<file path="src/rtl/alu_ctrl.sv">
// alu_ctrl: launches one ALU operation at a time, captures the result LAT edges later.
// Optional ALU_CTRL_ACC_EN adds req_acc and an accumulator that can replace req_a.
module alu_ctrl #(
    parameter int n   = 8,
    parameter int LAT = 1
) (
    input  logic         clk,
    input  logic         reset,
    input  logic         req_valid,
    output logic         req_ready,
    input  logic [1:0]   req_op,
    input  logic [n-1:0] req_a,
    input  logic [n-1:0] req_b,
`ifdef ALU_CTRL_ACC_EN
    input  logic         req_acc,
`endif
    output logic [n-1:0] alu_a,
    output logic [n-1:0] alu_b,
    output logic [1:0]   alu_func,
    input  logic [n-1:0] alu_result,
    output logic         rsp_valid,
    input  logic         rsp_ready,
    output logic [n-1:0] rsp_data,
    output logic         busy
);

    typedef enum logic [1:0] {
        IDLE = 2'd0,
        EXEC = 2'd1,
        DONE = 2'd2
    } state_t;

    localparam logic [3:0] LAT4 = 4'(LAT);

    state_t       state;
    logic [3:0]   cnt;
    logic [n-1:0] launch_a;
    logic         capture;

    assign req_ready = (state == IDLE);
    assign busy      = (state != IDLE);
    assign capture   = (state == EXEC) && (cnt == 4'd1);

`ifdef ALU_CTRL_ACC_EN
    logic [n-1:0] acc;

    assign launch_a = req_acc ? acc : req_a;

    always_ff @(posedge clk) begin
        if (reset) begin
            acc <= '0;
        end else if (capture) begin
            acc <= alu_result;
        end
    end
`else
    assign launch_a = req_a;
`endif

    always_ff @(posedge clk) begin
        if (reset) begin
            state     <= IDLE;
            cnt       <= '0;
            alu_a     <= '0;
            alu_b     <= '0;
            alu_func  <= '0;
            rsp_valid <= 1'b0;
            rsp_data  <= '0;
        end else begin
            unique case (state)
                IDLE: begin
                    if (req_valid) begin
                        alu_a    <= launch_a;
                        alu_b    <= req_b;
                        alu_func <= req_op;
                        cnt      <= LAT4;
                        state    <= EXEC;
                    end
                end
                EXEC: begin
                    cnt <= cnt - 4'd1;
                    if (cnt == 4'd1) begin
                        rsp_data  <= alu_result;
                        rsp_valid <= 1'b1;
                        state     <= DONE;
                    end
                end
                DONE: begin
                    if (rsp_ready) begin
                        rsp_valid <= 1'b0;
                        state     <= IDLE;
                    end
                end
                default: state <= IDLE;
            endcase
        end
    end

endmodule

</file>
<file path="config.mk">
export PLATFORM = sky130hd
export DESIGN_NAME = alu_ctrl
export DESIGN_NICKNAME = d
export VERILOG_FILES = /design/src/rtl/alu_ctrl.sv
export SDC_FILE = /design/constraint.sdc
export NUM_CORES = 1
export LEC_CHECK = 0
export CAP_MARGIN = 30
export CORE_MARGIN = 3
export CORE_UTILIZATION = 54
export DETAILED_ROUTE_END_ITERATION = 8
export DONT_BUFFER_PORTS = 1
export PLACE_DENSITY_LB_ADDON = 0.3
export SYNTH_ARGS = -nofsm -noshare
export SYNTH_HDL_FRONTEND = slang
export SYNTH_SLANG_ARGS = --single-unit
</file>
<file path="constraint.sdc">
create_clock -name clk -period 1.3 [get_ports clk]
set_input_delay 0.13 -clock clk [delete_from_list [all_inputs] [get_ports clk]]
set_output_delay 0.13 -clock clk [all_outputs]
set_load 0.02 [all_outputs]
</file>
==> results of run 1 <==
## Yosys cell counts (2+ instances only)
master and number:
nand2_1 39, dfxtp_1 33, a21oi_1 23, nand2b_1 9, o21ai_0 9, nand4b_1 8
clkbuf_1 5, inv_1 5, buf_2 2, buf_6 2, ha_1 2, nor2b_1 2
nor3b_1 2
## flip-flops by register name (all words and copies together) (netlist names)
name,flops
alu_a,8
alu_func,2
state,2
rsp_valid,1
rsp_data,8
alu_b,8
cnt,4
## routing by layer
layer	up-vias	track usage, %
met2	40	37.2
met1	573	25.6
met3	6	8.35
met5	-	0
li1	602	-
met4	0	6.10
## repair_timing
| item | in CTS | in global routing |
|---|---|---|
| setup buffers | 1 | 0 |
| endpoints found under the setup margin | 5 | 27 |
| pin swaps | 1 | 0 |
| gates resized for setup | 6 | 7 |
| hold buffers | 28 | 0 |
| gates cloned | 0 | 1 |
| endpoints found under the hold margin | 33 | 0 |
## path summary, 6_finish.rpt
check / from / to / slack, ns / depth (start not counted)
worst max register to register: state[0]$_SDFFE_PP0P_ / alu_a[3]$_SDFFE_PP0P_ / 0.05 / 4
worst min-delay path: rsp_ready / rsp_valid$_SDFFE_PP0P_ / 0.06 / 3
worst min register to register: state[0]$_SDFFE_PP0P_ / state[0]$_SDFFE_PP0P_ / 0.50 / 1
worst max-delay path: state[0]$_SDFFE_PP0P_ / alu_a[3]$_SDFFE_PP0P_ / 0.05 / 4
## area by class of cell
type	count	area (um^2)	area share, %
Tap cell	28	35.0	1.97
Inverter	5	21.3	1.20
Clock buffer	7	65.1	3.66
Sequential cell	33	666	37.4
Timing Repair Buffer	39	370	20.8
Clock inverter	1	5.00	0.281
Multi-Input combinational cell	109	616	34.6
## logic make-up after synthesis
logic type	Yosys count
AO/OA/AOI/OAI	38
adder cells (fa/ha/maj)	2
buffers and inverters	16
flip-flops	33
AND/OR/NAND/NOR	69
## critical path, cell delays in order (launching register included)
cell	delay, ns
dfxtp_2	0.36
or3b_1	0.41
buf_4	0.22
nand2_1	0.10
a21oi_1	0.07
## stage by stage
| stage | hold slack [ns] | power [mW] | worst slack (ns) |
|---|---|---|---|
| finish | 0.0565 | 2.26 | 0.0480 |
| CTS | 0.0444 | 2.25 | 0.0365 |
| global placement | 0.203 | 1.49 | 0.0697 |
| detailed placement | 0.205 | 1.51 | 0.0166 |
| global route | 0.0534 | 2.36 | 0.00408 |
| floorplan | 0.266 | 1.45 | 0.00920 |
## report_power, final
part	leakage (nW)	switching, mW	internal [mW]
sequential	0.271	0.116	1.08
clock	0.0413	0.345	0.313
combinational	0.370	0.201	0.204
total	0.682	0.661	1.60
==> key figures, run 1 <==
STA
  • Final worst-path cycle share: between 90 and 100%
  • RSZ-0062 raised after global routing: false
  • TNS Setup: 0 ns
  • Worst Tran Pin Value: between 0.2 and 0.3 ns
  • Worst clock skew: a little over 0.004 ns
  • Final hold vios: 0
  • Setup violators final: 0
  • Rel. slew slack: about 80%
  • F_max: 799 MHz
  • Final Slew Violations: 0
  • Final min period: between 1 and 1.5 ns

Die
  • Core area: 2300 um^2
  • Rows: 17
  • Die Y-Extent: approximately 56 um
  • # IOs: between 50 and 60
  • Initial Utilization: between 50 and 60%
  • Die span in x: around 56 um
  • Die area: 3140 um^2

Detailed routing
  • Routed Antenna Nets: 0
  • Routed length on met3: between 200 and 250 um
  • Metal-1 WL: 1440 um
  • Met2 WL post-DR: between 1500 and 2000 um
  • Total Wirelength: ~3400 um
  • Pre-Repair DR Iteration Count: 5
  • Detailed-route via count: ~1.2k
  • DRC violations left: 0
  • Routed wire per std cell: approximately 15 um
  • Drt initial violations: between 80 and 90
  • Via-per-instance ratio: ~5.5
  • Top sig layer: met4

Placed design
  • Buffers added on ports: 0
  • Placed insts: 185
  • Area after DPL: ~1400 um^2
  • Hpwl dp: around 2000 um
  • RePlAce Congestion: ~0.85

Synthesis
  • Post-synth top area cell: dfxtp_1
  • Simple-gate share of the synthesized area: 27.4%
  • Ys flop type: dfxtp_1
  • Number of synthesized flops with an enable pin: 0
  • Largest family of logic cells by synthesized area: simple AND/OR/NAND/NOR gates
  • Cell area after synthesis: about 1400 um^2
  • Compound-Gate Fraction of Synth Area: ~15%
  • Post-synthesis mux area share: 0%
  • Top post-synthesis cells by area: dfxtp_1 (49%), nand2_1 (11%), a21oi_1 (8.5%), nand4b_1 (5.2%), nand2b_1 (4.2%)
  • Async S/R FF share, synth: 0%
  • Syn Nets: 190
  • Top-area cell type share of the netlist area: between 40% and 50%
  • Register area share after synthesis: 48.8%
  • Syn Area/Cell: 8.57 um^2
  • Unique masters post-synth: 30
  • Synth Register Bits: 33
  • XOR/XNOR Fraction of Synth Area: 0%
  • Synth Warn #: 0
  • Cells after Synth: about 160
  • Adder-cell share of the synthesized area: 1.85%

Finish
  • Commonest non-fill, non-tap cell in the layout: nand2_1
  • Layout Nets: between 200 and 250
  • Area growth from synthesis to layout: 31.3%
  • Final instance area: between 1500 and 2000 um^2
  • Filler Cells Inserted: approximately 160
  • Most frequent cells in the layout: nand2_1 (39), dfxtp_1 (31), dlygate4sd3_1 (27)
  • Post-layout util: 77.4%
  • ANT cells: 0
  • Finished Layout Cells: ~220
  • Share of post-route cells with drive strength above 1: roughly 14%

Clocking
  • CTS max path bufs: 2
  • CTS sink cnt: 33
  • H-tree levels: 2
  • TritonCTS clock tree: done
  • CTS buffer count: 5
  • Clock root buffer: clkbuf_4
  • CTS clk-pin slew, worst paths: 0.10 ns
  • Worst skew pair latency: roughly 0.33 ns

Power
  • VDD IR max: ~0.92 mV
  • Cell Pwr Density: around 1300 nW/um^2
  • Static leakage: slightly below 0.7 nW

Setup path
  • WP data arrival: about 1.5 ns
  • Setup crit end kind: flip-flop
  • Setup CP Type: flip-flop to flip-flop
  • Launching element type of the critical path: flip-flop
  • Max FO, Critical Path: 18
  • Worst Path Required: approximately 1.5 ns

Global route
  • GRT Resource Usage Total: approximately 22%
  • Initial antenna violation count: 0
  • Vias in the first global route: 1188
  • Global-route wire length before repair: ~5400 um
  • Largest net degree at the start of global routing: 42
  • Grt ovf: 0

Run status
  • Status: finished clean

Job
  • Maxcap violations: 0

Worst hold path
  • Hold Crit Class: primary input to flip-flop
(Power assumes the default switching activity.)
==> inputs of run 2 (changes only) <==
--- a/config.mk
+++ b/config.mk
@@ -10,6 +10,7 @@
 export CORE_UTILIZATION = 54
 export DETAILED_ROUTE_END_ITERATION = 8
 export DONT_BUFFER_PORTS = 1
+export GPL_TIMING_DRIVEN = 0
 export PLACE_DENSITY_LB_ADDON = 0.3
 export SYNTH_ARGS = -nofsm -noshare
 export SYNTH_HDL_FRONTEND = slang
==> key figures, run 2 (synthesis gave the netlist of run 1 again) <==
STA
  • TNS Setup: 0 ns
  • Final worst-path cycle share: 96.8%
  • RSZ-0062 raised after global routing: true
  • Worst clock skew: between 0.008 and 0.009 ns
  • Final Slew Violations: 0
  • Setup violators final: 0
  • Hold slack: between 0.03 and 0.04 ns
  • Worst Tran Pin Value: 0.468 ns
  • Final min period: 1.26 ns
  • F_max: approximately 790 MHz
  • Rel. slew slack: around 69%
  • Final hold vios: 0

Detailed routing
  • DRC violations left: 0
  • Routed wire per std cell: 16.8 um
  • Detailed-route via count: ~1.3k
  • Pre-Repair DR Iteration Count: 4
  • Drt initial violations: 87
  • Routed Antenna Nets: 0
  • Via-per-instance ratio: 5.69
  • Total Wirelength: about 3700 um

Setup path
  • Slowest stage delay, CP: 0.35 ns
  • Launching element type of the critical path: flip-flop
  • Cell Chain, Critical Path: inv_2 > ha_1 > nor3b_4 > and2_2 > o21ai_0
  • WP data arrival: 1.48 ns
  • Setup crit end kind: flip-flop
  • Slowest CP cell: dfxtp_2
  • Max FO, Critical Path: 8
  • Worst Path Required: about 1.5 ns
  • Setup CP Type: flip-flop to flip-flop

Job
  • Maxcap violations: 0

Finish
  • Finished Layout Cells: between 200 and 250
  • Share of post-route cells with drive strength above 1: between 10% and 20%
  • Largest regs: alu_a: 8 flops, alu_b: 8 flops, rsp_data: 8 flops
  • Post-layout util: between 70% and 80%
  • Commonest non-fill, non-tap cell in the layout: nand2_1
  • Layout Nets: ~230
  • Area growth from synthesis to layout: 31.3%
  • ANT cells: 0
  • Most frequent cells in the layout: nand2_1 (39), dfxtp_1 (29), dlygate4sd3_1 (28)

Placed design
  • RePlAce Congestion: roughly 0.75
  • Placed insts: around 190
  • Buffers added on ports: 0
  • Hpwl dp: approximately 2000 um

Power
  • Sw power: approximately 660 uW
  • Switching Fraction: ~31%
  • Cell Pwr Density: between 1000 and 1500 nW/um^2
  • Pint: roughly 1.5 mW
  • VDD IR max: 0.900 mV
  • Clock power frac: 24.0%
  • Pwr Total: 2.14 mW
  • Flop pwr share: ~56%
  • Combinational power share: between 10% and 20%
  • Static leakage: between 0.6 and 0.7 nW

Global route
  • Initial antenna violation count: 0
  • Vias in the first global route: roughly 1.2k
  • Global-route wire length before repair: around 5600 um
  • GRT Resource Usage Total: approximately 23%
  • Grt ovf: 0
  • Largest net degree at the start of global routing: 11

Clocking
  • Worst skew pair latency: between 0.3 and 0.4 ns
  • CTS max path bufs: 2
  • TritonCTS clock tree: done
  • H-tree levels: 2
  • Clock root buffer: clkbuf_4
  • CTS buffer count: 5
  • CTS sink cnt: 33
  • CTS clk-pin slew, worst paths: roughly 0.090 ns

Die
  • Core area: about 2300 um^2
  • # IOs: roughly 60
  • Die span in x: ~56 um
  • Die area: 3140 um^2
  • Initial Utilization: about three fifths
  • Rows: 17
  • Die Y-Extent: 56.1 um

Run status
  • Status: finished clean

Worst hold path
  • Hold Crit Class: primary input to flip-flop
[run 2: cell types whose count changed in the layout (fill, tap and decap cells not counted), sizes merged]
cell,change
dlygate4sd3,+1
clkbuf,+3
buf,-4
[run 2: repair_timing]
action                     4_1_cts  5_1_grt
hold buffers                    28        0
setup endpoints to repair       22       25
gates resized for setup          9       14
setup buffers                    1        3
cloned                           0        1
pin swaps                        2        1
hold endpoints to repair        27        0
[run 2: metrics by stage]
| stage | setup slack [ns] | cell area, um^2 |
|---|---|---|
| floorplan | 0.00920 | 1350 |
| global placement | -0.102 | 1390 |
| detailed placement | -0.140 | 1390 |
| CTS | 0.00758 | 1730 |
| global route | -0.0136 | 1780 |
| finish | 0.0413 | 1780 |
[run 2: area by class of cell]
class | count | area (um^2)
buffer | 8 | 56.3
sequential | 33 | 671
clock inverter | 1 | 5.00
timing repair buffer | 33 | 325
clock buffer | 5 | 37.5
tap | 28 | 35.0
multi-input combinational | 109 | 629
inverter | 5 | 18.8
fill | 142 | 519
[run 2: path summary, 6_finish.rpt]
kind	start	end	slack, ns	cells past startpoint
worst min-delay path	rsp_ready	rsp_valid$_SDFFE_PP0P_	0.04	3
worst max-delay path	cnt[1]$_SDFFE_PP0P_	rsp_data[5]$_SDFFE_PP0P_	0.04	5
worst max register to register	cnt[1]$_SDFFE_PP0P_	rsp_data[5]$_SDFFE_PP0P_	0.04	5
worst min register to register	cnt[0]$_SDFFE_PP0P_	cnt[0]$_SDFFE_PP0P_	0.54	2
[run 2: power groups by stage]
stage / combinational (mW) / sequential, mW / clock (mW)
detailed placement: 0.294 / 1.22 / 0
CTS: 0.372 / 1.21 / 0.519
finish: 0.422 / 1.21 / 0.514
global route: 0.455 / 1.22 / 0.564
floorplan: 0.243 / 1.21 / 0
global placement: 0.282 / 1.22 / 0
[run 2: critical path, delay by kind of cell, from the launching register on]
family                     cells  cell delay [ns]
buffers and inverters          1             0.07
adders and majority gates      1             0.14
and+or+nand+nor                2             0.48
AOI/OAI and AO/OA              1             0.11
DFF                            1             0.35
[run 2: routing by layer]
layer / GRT usage (%) / routed length [um]
met5: 0 / 0
met4: 9.49 / 76
met3: 8.58 / 288
met2: 41.6 / 1980
met1: 22.8 / 1380
